==> src/rtl/deskew_interp.sv <==
// deskew_interp: fetches the source pixel(s) addressed by a Q10.14 x-prime coordinate and blends them.
// Define INTERP_BILINEAR_EN for a two-tap linear blend; otherwise nearest neighbour is built.
module deskew_interp #(
    parameter int               PIX_W  = 8,
    parameter int               FRAC_W = 8,
    parameter logic [PIX_W-1:0] FILL   = 8'h00
) (
    input  logic             clk,
    input  logic             rst,
    input  logic             sclr,
    input  logic [8:0]       img_dim,
    input  logic             in_valid,
    output logic             in_ready,
    input  logic [23:0]      xp_in,
    input  logic [8:0]       x_in,
    input  logic [8:0]       y_in,
    output logic             mem_rd,
    output logic [17:0]      mem_addr,
    input  logic [PIX_W-1:0] mem_rdata,
    output logic             out_valid,
    input  logic             out_ready,
    output logic [PIX_W-1:0] pix_out,
    output logic [8:0]       out_x,
    output logic [8:0]       out_y,
    output logic             out_oob
);
    typedef enum logic [2:0] {S_IDLE, S_RD0, S_RD1, S_MUL, S_OUT} state_t;

    state_t            r_state, w_next;
    logic [8:0]        w_xi;
    logic [FRAC_W-1:0] w_w;
    logic              w_oob, w_clamp, w_accept;
    logic [8:0]        w_col0;
    logic [PIX_W-1:0]  w_result;
    logic [17:0]       r_addr;
    logic [PIX_W-1:0]  r_pix;
    logic [8:0]        r_x, r_y;
    logic              r_oob;
    logic              w_unused;

    assign w_xi     = xp_in[22:14];
    assign w_w      = xp_in[13:14-FRAC_W];
    assign w_oob    = xp_in[23] | (w_xi > img_dim);
    assign w_clamp  = (w_xi == img_dim);
    assign w_accept = in_valid & (r_state == S_IDLE) & ~sclr;
    assign w_unused = ^{xp_in[13-FRAC_W:0], w_w};

`ifdef INTERP_BILINEAR_EN
    localparam int             SUM_W    = PIX_W + FRAC_W + 2;
    localparam logic [FRAC_W:0] ONE     = {1'b1, {FRAC_W{1'b0}}};
    localparam logic [SUM_W-1:0] HALF   = {{(SUM_W-FRAC_W){1'b0}}, 1'b1, {(FRAC_W-1){1'b0}}};
    localparam state_t         RD0_NEXT = S_RD1;

    logic [17:0]       r_addr1;
    logic [FRAC_W-1:0] r_w;
    logic [PIX_W-1:0]  r_p0;
    logic [FRAC_W:0]   w_wInv;
    logic [SUM_W-1:0]  w_sum;

    assign w_col0   = w_xi;
    assign w_wInv   = ONE - {1'b0, r_w};
    assign w_sum    = SUM_W'(r_p0) * SUM_W'(w_wInv) + SUM_W'(mem_rdata) * SUM_W'(r_w) + HALF;
    assign w_result = PIX_W'(w_sum >> FRAC_W);

    // Second tap address is decided at accept; at the right edge both taps hit the same column.
    always_ff @(posedge clk or posedge rst) begin
        if (rst) begin
            r_addr1 <= '0;
            r_w     <= '0;
            r_p0    <= '0;
        end else if (sclr) begin
            r_addr1 <= '0;
            r_w     <= '0;
            r_p0    <= '0;
        end else begin
            if (w_accept) begin
                r_addr1 <= {y_in, w_clamp ? w_xi : w_xi + 9'd1};
                r_w     <= w_w;
            end
            if (r_state == S_RD1) r_p0 <= mem_rdata;
        end
    end
`else
    localparam state_t RD0_NEXT = S_MUL;

    assign w_col0   = (w_w[FRAC_W-1] && !w_clamp) ? w_xi + 9'd1 : w_xi;
    assign w_result = mem_rdata;
`endif

    always_ff @(posedge clk or posedge rst) begin
        if (rst) r_state <= S_IDLE;
        else     r_state <= w_next;
    end

    always_comb begin
        w_next    = r_state;
        in_ready  = 1'b0;
        mem_rd    = 1'b0;
        out_valid = 1'b0;
        case (r_state)
            S_IDLE: begin
                in_ready = 1'b1;
                if (w_accept) w_next = w_oob ? S_OUT : S_RD0;
            end
            S_RD0: begin
                mem_rd = 1'b1;
                w_next = RD0_NEXT;
            end
            S_RD1: begin
                mem_rd = 1'b1;
                w_next = S_MUL;
            end
            S_MUL: w_next = S_OUT;
            S_OUT: begin
                out_valid = 1'b1;
                if (out_ready) w_next = S_IDLE;
            end
            default: w_next = S_IDLE;
        endcase
        if (sclr) w_next = S_IDLE;
    end

    // mem_addr is a register so it holds between reads; out-of-range pixels never touch it.
    always_ff @(posedge clk or posedge rst) begin
        if (rst) begin
            r_addr <= '0;
            r_pix  <= '0;
            r_x    <= '0;
            r_y    <= '0;
            r_oob  <= 1'b0;
        end else if (sclr) begin
            r_addr <= '0;
            r_pix  <= '0;
            r_x    <= '0;
            r_y    <= '0;
            r_oob  <= 1'b0;
        end else begin
            if (w_accept) begin
                r_x   <= x_in;
                r_y   <= y_in;
                r_oob <= w_oob;
                if (w_oob) r_pix  <= FILL;
                else       r_addr <= {y_in, w_col0};
            end
`ifdef INTERP_BILINEAR_EN
            if (r_state == S_RD0) r_addr <= r_addr1;
`endif
            if (r_state == S_MUL) r_pix <= w_result;
        end
    end

    assign mem_addr = r_addr;
    assign pix_out  = r_pix;
    assign out_x    = r_x;
    assign out_y    = r_y;
    assign out_oob  = r_oob;
endmodule

==> config.mk <==
export PLATFORM = sky130hd
export DESIGN_NAME = deskew_interp
export DESIGN_NICKNAME = d
export VERILOG_FILES = /design/src/rtl/deskew_interp.sv
export SDC_FILE = /design/constraint.sdc
export NUM_CORES = 1
export LEC_CHECK = 0
export ABC_AREA = 0
export CAP_MARGIN = 20
export CELL_PAD_IN_SITES_DETAIL_PLACEMENT = 1
export CELL_PAD_IN_SITES_GLOBAL_PLACEMENT = 2
export CORE_MARGIN = 1.5
export CORE_UTILIZATION = 27
export CTS_BUF_LIST = sky130_fd_sc_hd__clkbuf_16
export CTS_CLUSTER_SIZE = 40
export DETAILED_ROUTE_END_ITERATION = 8
export GPL_TIMING_DRIVEN = 0
export PLACE_DENSITY_LB_ADDON = 0.2
export SLEW_MARGIN = 15
export SYNTH_ARGS = -nofsm -noshare
export SYNTH_HDL_FRONTEND = slang
export SYNTH_SLANG_ARGS = --single-unit
==> constraint.sdc <==
create_clock -name clk -period 3.1 [get_ports clk]
set_input_delay 0.465 -clock clk [delete_from_list [all_inputs] [get_ports clk]]
set_output_delay 0.465 -clock clk [all_outputs]
set_load 0.005 [all_outputs]
==> results by group, run 1 <==
Routing
  – Wirelength per Cell: 16.42 um
  – Post-route ant nets: 0
  – Drt drc: 0
  – Drt first-iter violations: 79
  – Initial DRT Pass Iterations: 4
  – Vias: 2,549
  – Final WL: 8700 um
  – DR vias/cell: 4.809

Place
  – Placed Cells incl. Taps: 522
  – RePlAce Congestion: 0.7544
  – Post-DP HPWL: 6545 um
  – PortBufs: 98

Clocking
  – Clock latency on the worst-skew pair: 280 ps
  – Num CTS Buffers: 5
  – H-tree depth: 2
  – CTS tree: yes
  – Sink Count: 48
  – Clock buffer depth: 2
  – CTS Hold Buffers Added: 0
  – Post-CTS Resized: 0
  – Clock-pin slew on the worst setup and hold paths: 70 ps
  – Postcts setup bufs: 0
  – Root buffer cell: clkbuf_16

Floorplan
  – Ports: 112
  – Core Area: 0.009864 sq mm
  – Die H: 104.2 um
  – Die Span X: 104.2 um
  – Die area: 0.01085 sq mm
  – Initial Utilization: 28.01%
  – Rows: 36

Setup path
  – Setup crit end kind: register
  – Data required, critical path: 3310 ps
  – CP Max Fanout: 10
  – Worst EP arrival: 2990 ps
  – Startpoint types: input pin
  – CP max stage cell: clkdlybuf4s50_1
  – Critical path's largest stage delay: 630 ps
  – Worst path cell trace: clkdlybuf4s50_1 > ha_1 > a211oi_1 > o211ai_2 > nor4_4 > buf_2 > o21ai_2 > a21oi_2
  – CP Class: input pin to register

Timing
  – Fmax: 359.2 MHz
  – Final-report max-slew violation count: 0
  – Max_slew headroom: 34.36%
  – Final hold violation count: 0
  – Worst-Margin Slew: 977.1 ps
  – Total negative slack: 0 ps
  – # setup viols final: 0
  – Crit share post-route: 89.80%
  – Post-layout min period: 2784 ps
  – RSZ-0062 raised after global routing: false
  – Final hold slack: 466.8 ps
  – Final setup skew: 3.186 ps

Layout
  – Area Growth Syn to Fin: 47.46%
  – Fillers: 1,102
  – Area occupied by multi-input gates: 0.001364 sq mm
  – Post-route insts no fill: 530
  – Antenna diode count: 0
  – Final nets: 470
  – Layout cells sized above 1: 14.36%
  – Sequential Area: 0.001201 sq mm
  – Finished Core Util: 41.30%

Global route
  – Largest net degree at the start of global routing: 34
  – GRT Resource Usage Total: 16.86%
  – Congestion Overflow GR: 0
  – First-pass GRT wire length: 14,640 um
  – Vias in the first global route: 2,718
  – Initial antenna violation count: 0

Power and ir drop
  – Pwr Density: 571.1 mW/mm^2
  – Total power: 0.002327 W
  – Leakage: 1.587 nW
  – Max VDD drop: 0.0002129 V

Synthesis
  – EDFF count, synth: 0
  – Mapped Area: 0.002763 sq mm
  – Synthesized flop and latch total: 48
  – XOR/XNOR Fraction of Synth Area: 1.902%
  – Post-synth top flop: dfrtp_1
  – Post-synth top area share: 43.48%
  – Mux cell area share after synthesis: 0.4076%
  – Post-Syn Nets: 364
  – Post-synthesis sequential area ratio: 43.48%
  – Compound-Gate Fraction of Synth Area: 21.24%
  – Syn Area/Cell: 9.526 sq um
  – Distinct cells, synth: 43
  – Synth top area cells: dfrtp_1 43%, nand2_1 5.4%, a21oi_1 4.5%, ha_1 4.5%, nand3_2 3.6%
  – Async SR Flop Fraction: 100.0%
  – Cell count after synthesis: 290
  – Post-synthesis simple-gate area fraction: 21.29%
  – YS warnings: 0
  – Largest family of logic cells by synthesized area: simple AND/OR/NAND/NOR gates
  – Post-Synth Adder-Cell Area: 4.529%
  – Cell accounting for the most synthesized area: dfrtp_1

Run status
  – Status: complete, no violations

Run
  – Max_cap viols: 0

Worst hold path
  – Worst Hold Class: input pin to async pin
## through the flow
stage          instance area (sq um)  worst slack [ps]
2_1_floorplan                   2763             884.0
3_5_place_dp                    3930             1.563
6_report                        4074             316.2
4_1_cts                         4074             301.8
5_1_grt                         4074             123.6
3_3_place_gp                    3910             19.96
## report_power, final
part           leakage [nW]  internal, W  switching (W)  total (W)
sequential            0.654     0.000738      0.0000612   0.000799
combinational         0.869     0.000491       0.000497   0.000989
clock                0.0635     0.000297       0.000242   0.000539
total                  1.59      0.00153       0.000801    0.00233
## worst max-delay path: cells and delay by family
kind | cells | cell delay (ps)
simple gates | 1 | 430
compound gates | 4 | 720
fa+ha+maj | 1 | 300
buf+inv | 2 | 1050
## metal layers
| metal | vias up | routed length, um | share of wire [%] | track usage (%) |
|---|---|---|---|---|
| li1 | 1238 | - | - | - |
| met1 | 1246 | 4143 | 48 | 22.87 |
| met2 | 63 | 4161 | 48 | 28.43 |
| met3 | 2 | 350 | 4.0 | 3.070 |
| met4 | 0 | 44 | 0.51 | 2.679 |
| met5 | - | 0 | 0 | 0 |
## sequential cells by signal, summed over array words and instances, names as in the netlist
| name | flops |
|---|---|
| mem_addr | 18 |
| pix_out | 8 |
| r_state | 3 |
| out_oob | 1 |
| out_y | 9 |
| out_x | 9 |
## logic make-up (layout without fill, tap and decap cells)
| kind of cell | Yosys count | count (layout) |
|---|---|---|
| adders and majority gates | 10 | 10 |
| muxes | 1 | 1 |
| AOI/OAI and AO/OA | 85 | 85 |
| xor gates and xnor gates | 6 | 6 |
| buffers and inverters | 40 | 147 |
| and+or+nand+nor | 100 | 100 |
| DFF | 48 | 48 |
## worst paths after layout
| check | to | slack (ps) | start | cells after the start |
|---|---|---|---|---|
| setup / recovery | mem_addr[17]$_DFFE_PP0P_ | 320 | xp_in[16] | 8 |
| max in group asynchronous | mem_addr[6]$_DFFE_PP0P_ | 2120 | rst | 3 |
| setup reg to reg | mem_addr[17]$_DFFE_PP0P_ | 930 | r_state[0]$_DFFE_PP0P_ | 7 |
| hold reg to reg | out_y[2]$_DFFE_PP0P_ | 520 | out_y[2]$_DFFE_PP0P_ | 2 |
| hold / removal | pix_out[1]$_DFFE_PP0P_ | 470 | rst | 2 |
| min in group clk | out_y[2]$_DFFE_PP0P_ | 520 | out_y[2]$_DFFE_PP0P_ | 2 |
## final cells by class
class	count	area share (%)
multi-input combinational	202	33.48
sequential	48	29.48
timing repair buffer	99	24.57
tap	133	4.085
clock buffer	5	3.071
buffer	19	2.918
inverter	21	1.935
clock inverter	3	0.4607
## cell usage after synthesis, types with 3 or more instances
master	n
dfrtp_1	48
nand2_1	40
a21oi_1	25
inv_1	21
nor3_1	11
o21ai_0	11
a21oi_2	10
ha_1	10
nand3_2	10
o21ai_2	10
clkbuf_1	9
nor3b_1	9
a22oi_1	8
nand3_1	8
nor2_1	7
a211oi_1	6
xnor2_1	5
buf_2	4
nand4_1	4
nor4_1	4
buf_6	3
o31a_1	3
## cell usage in the layout, fill, tap and decap left out, types with 6 or more instances in the layout
master           count
clkbuf_1             9
o21ai_2             10
ha_1                10
nand3_2             10
a22oi_1              8
nor3_1              11
a211oi_1             6
inv_1               20
nand2_1             40
a21oi_2             10
a21oi_1             25
nor3b_1              9
nor2_1               7
o21ai_0             11
dfrtp_1             48
clkdlybuf4s50_1     98
nand3_1              8
No activity file was read; power rests on OpenSTA's default activity.
==> run 2, diff against run 1 <==
- ABC_CLOCK_PERIOD_IN_PS: unset -> 3100
==> results of run 2 <==
Same layout as run 1: the final DEF is identical, and so are final timing and power.
==> run 3, diff against run 2 <==
- CAP_MARGIN: 20 -> unset
==> results of run 3 <==
Same layout as run 1: the final DEF is identical, and so are final timing and power.
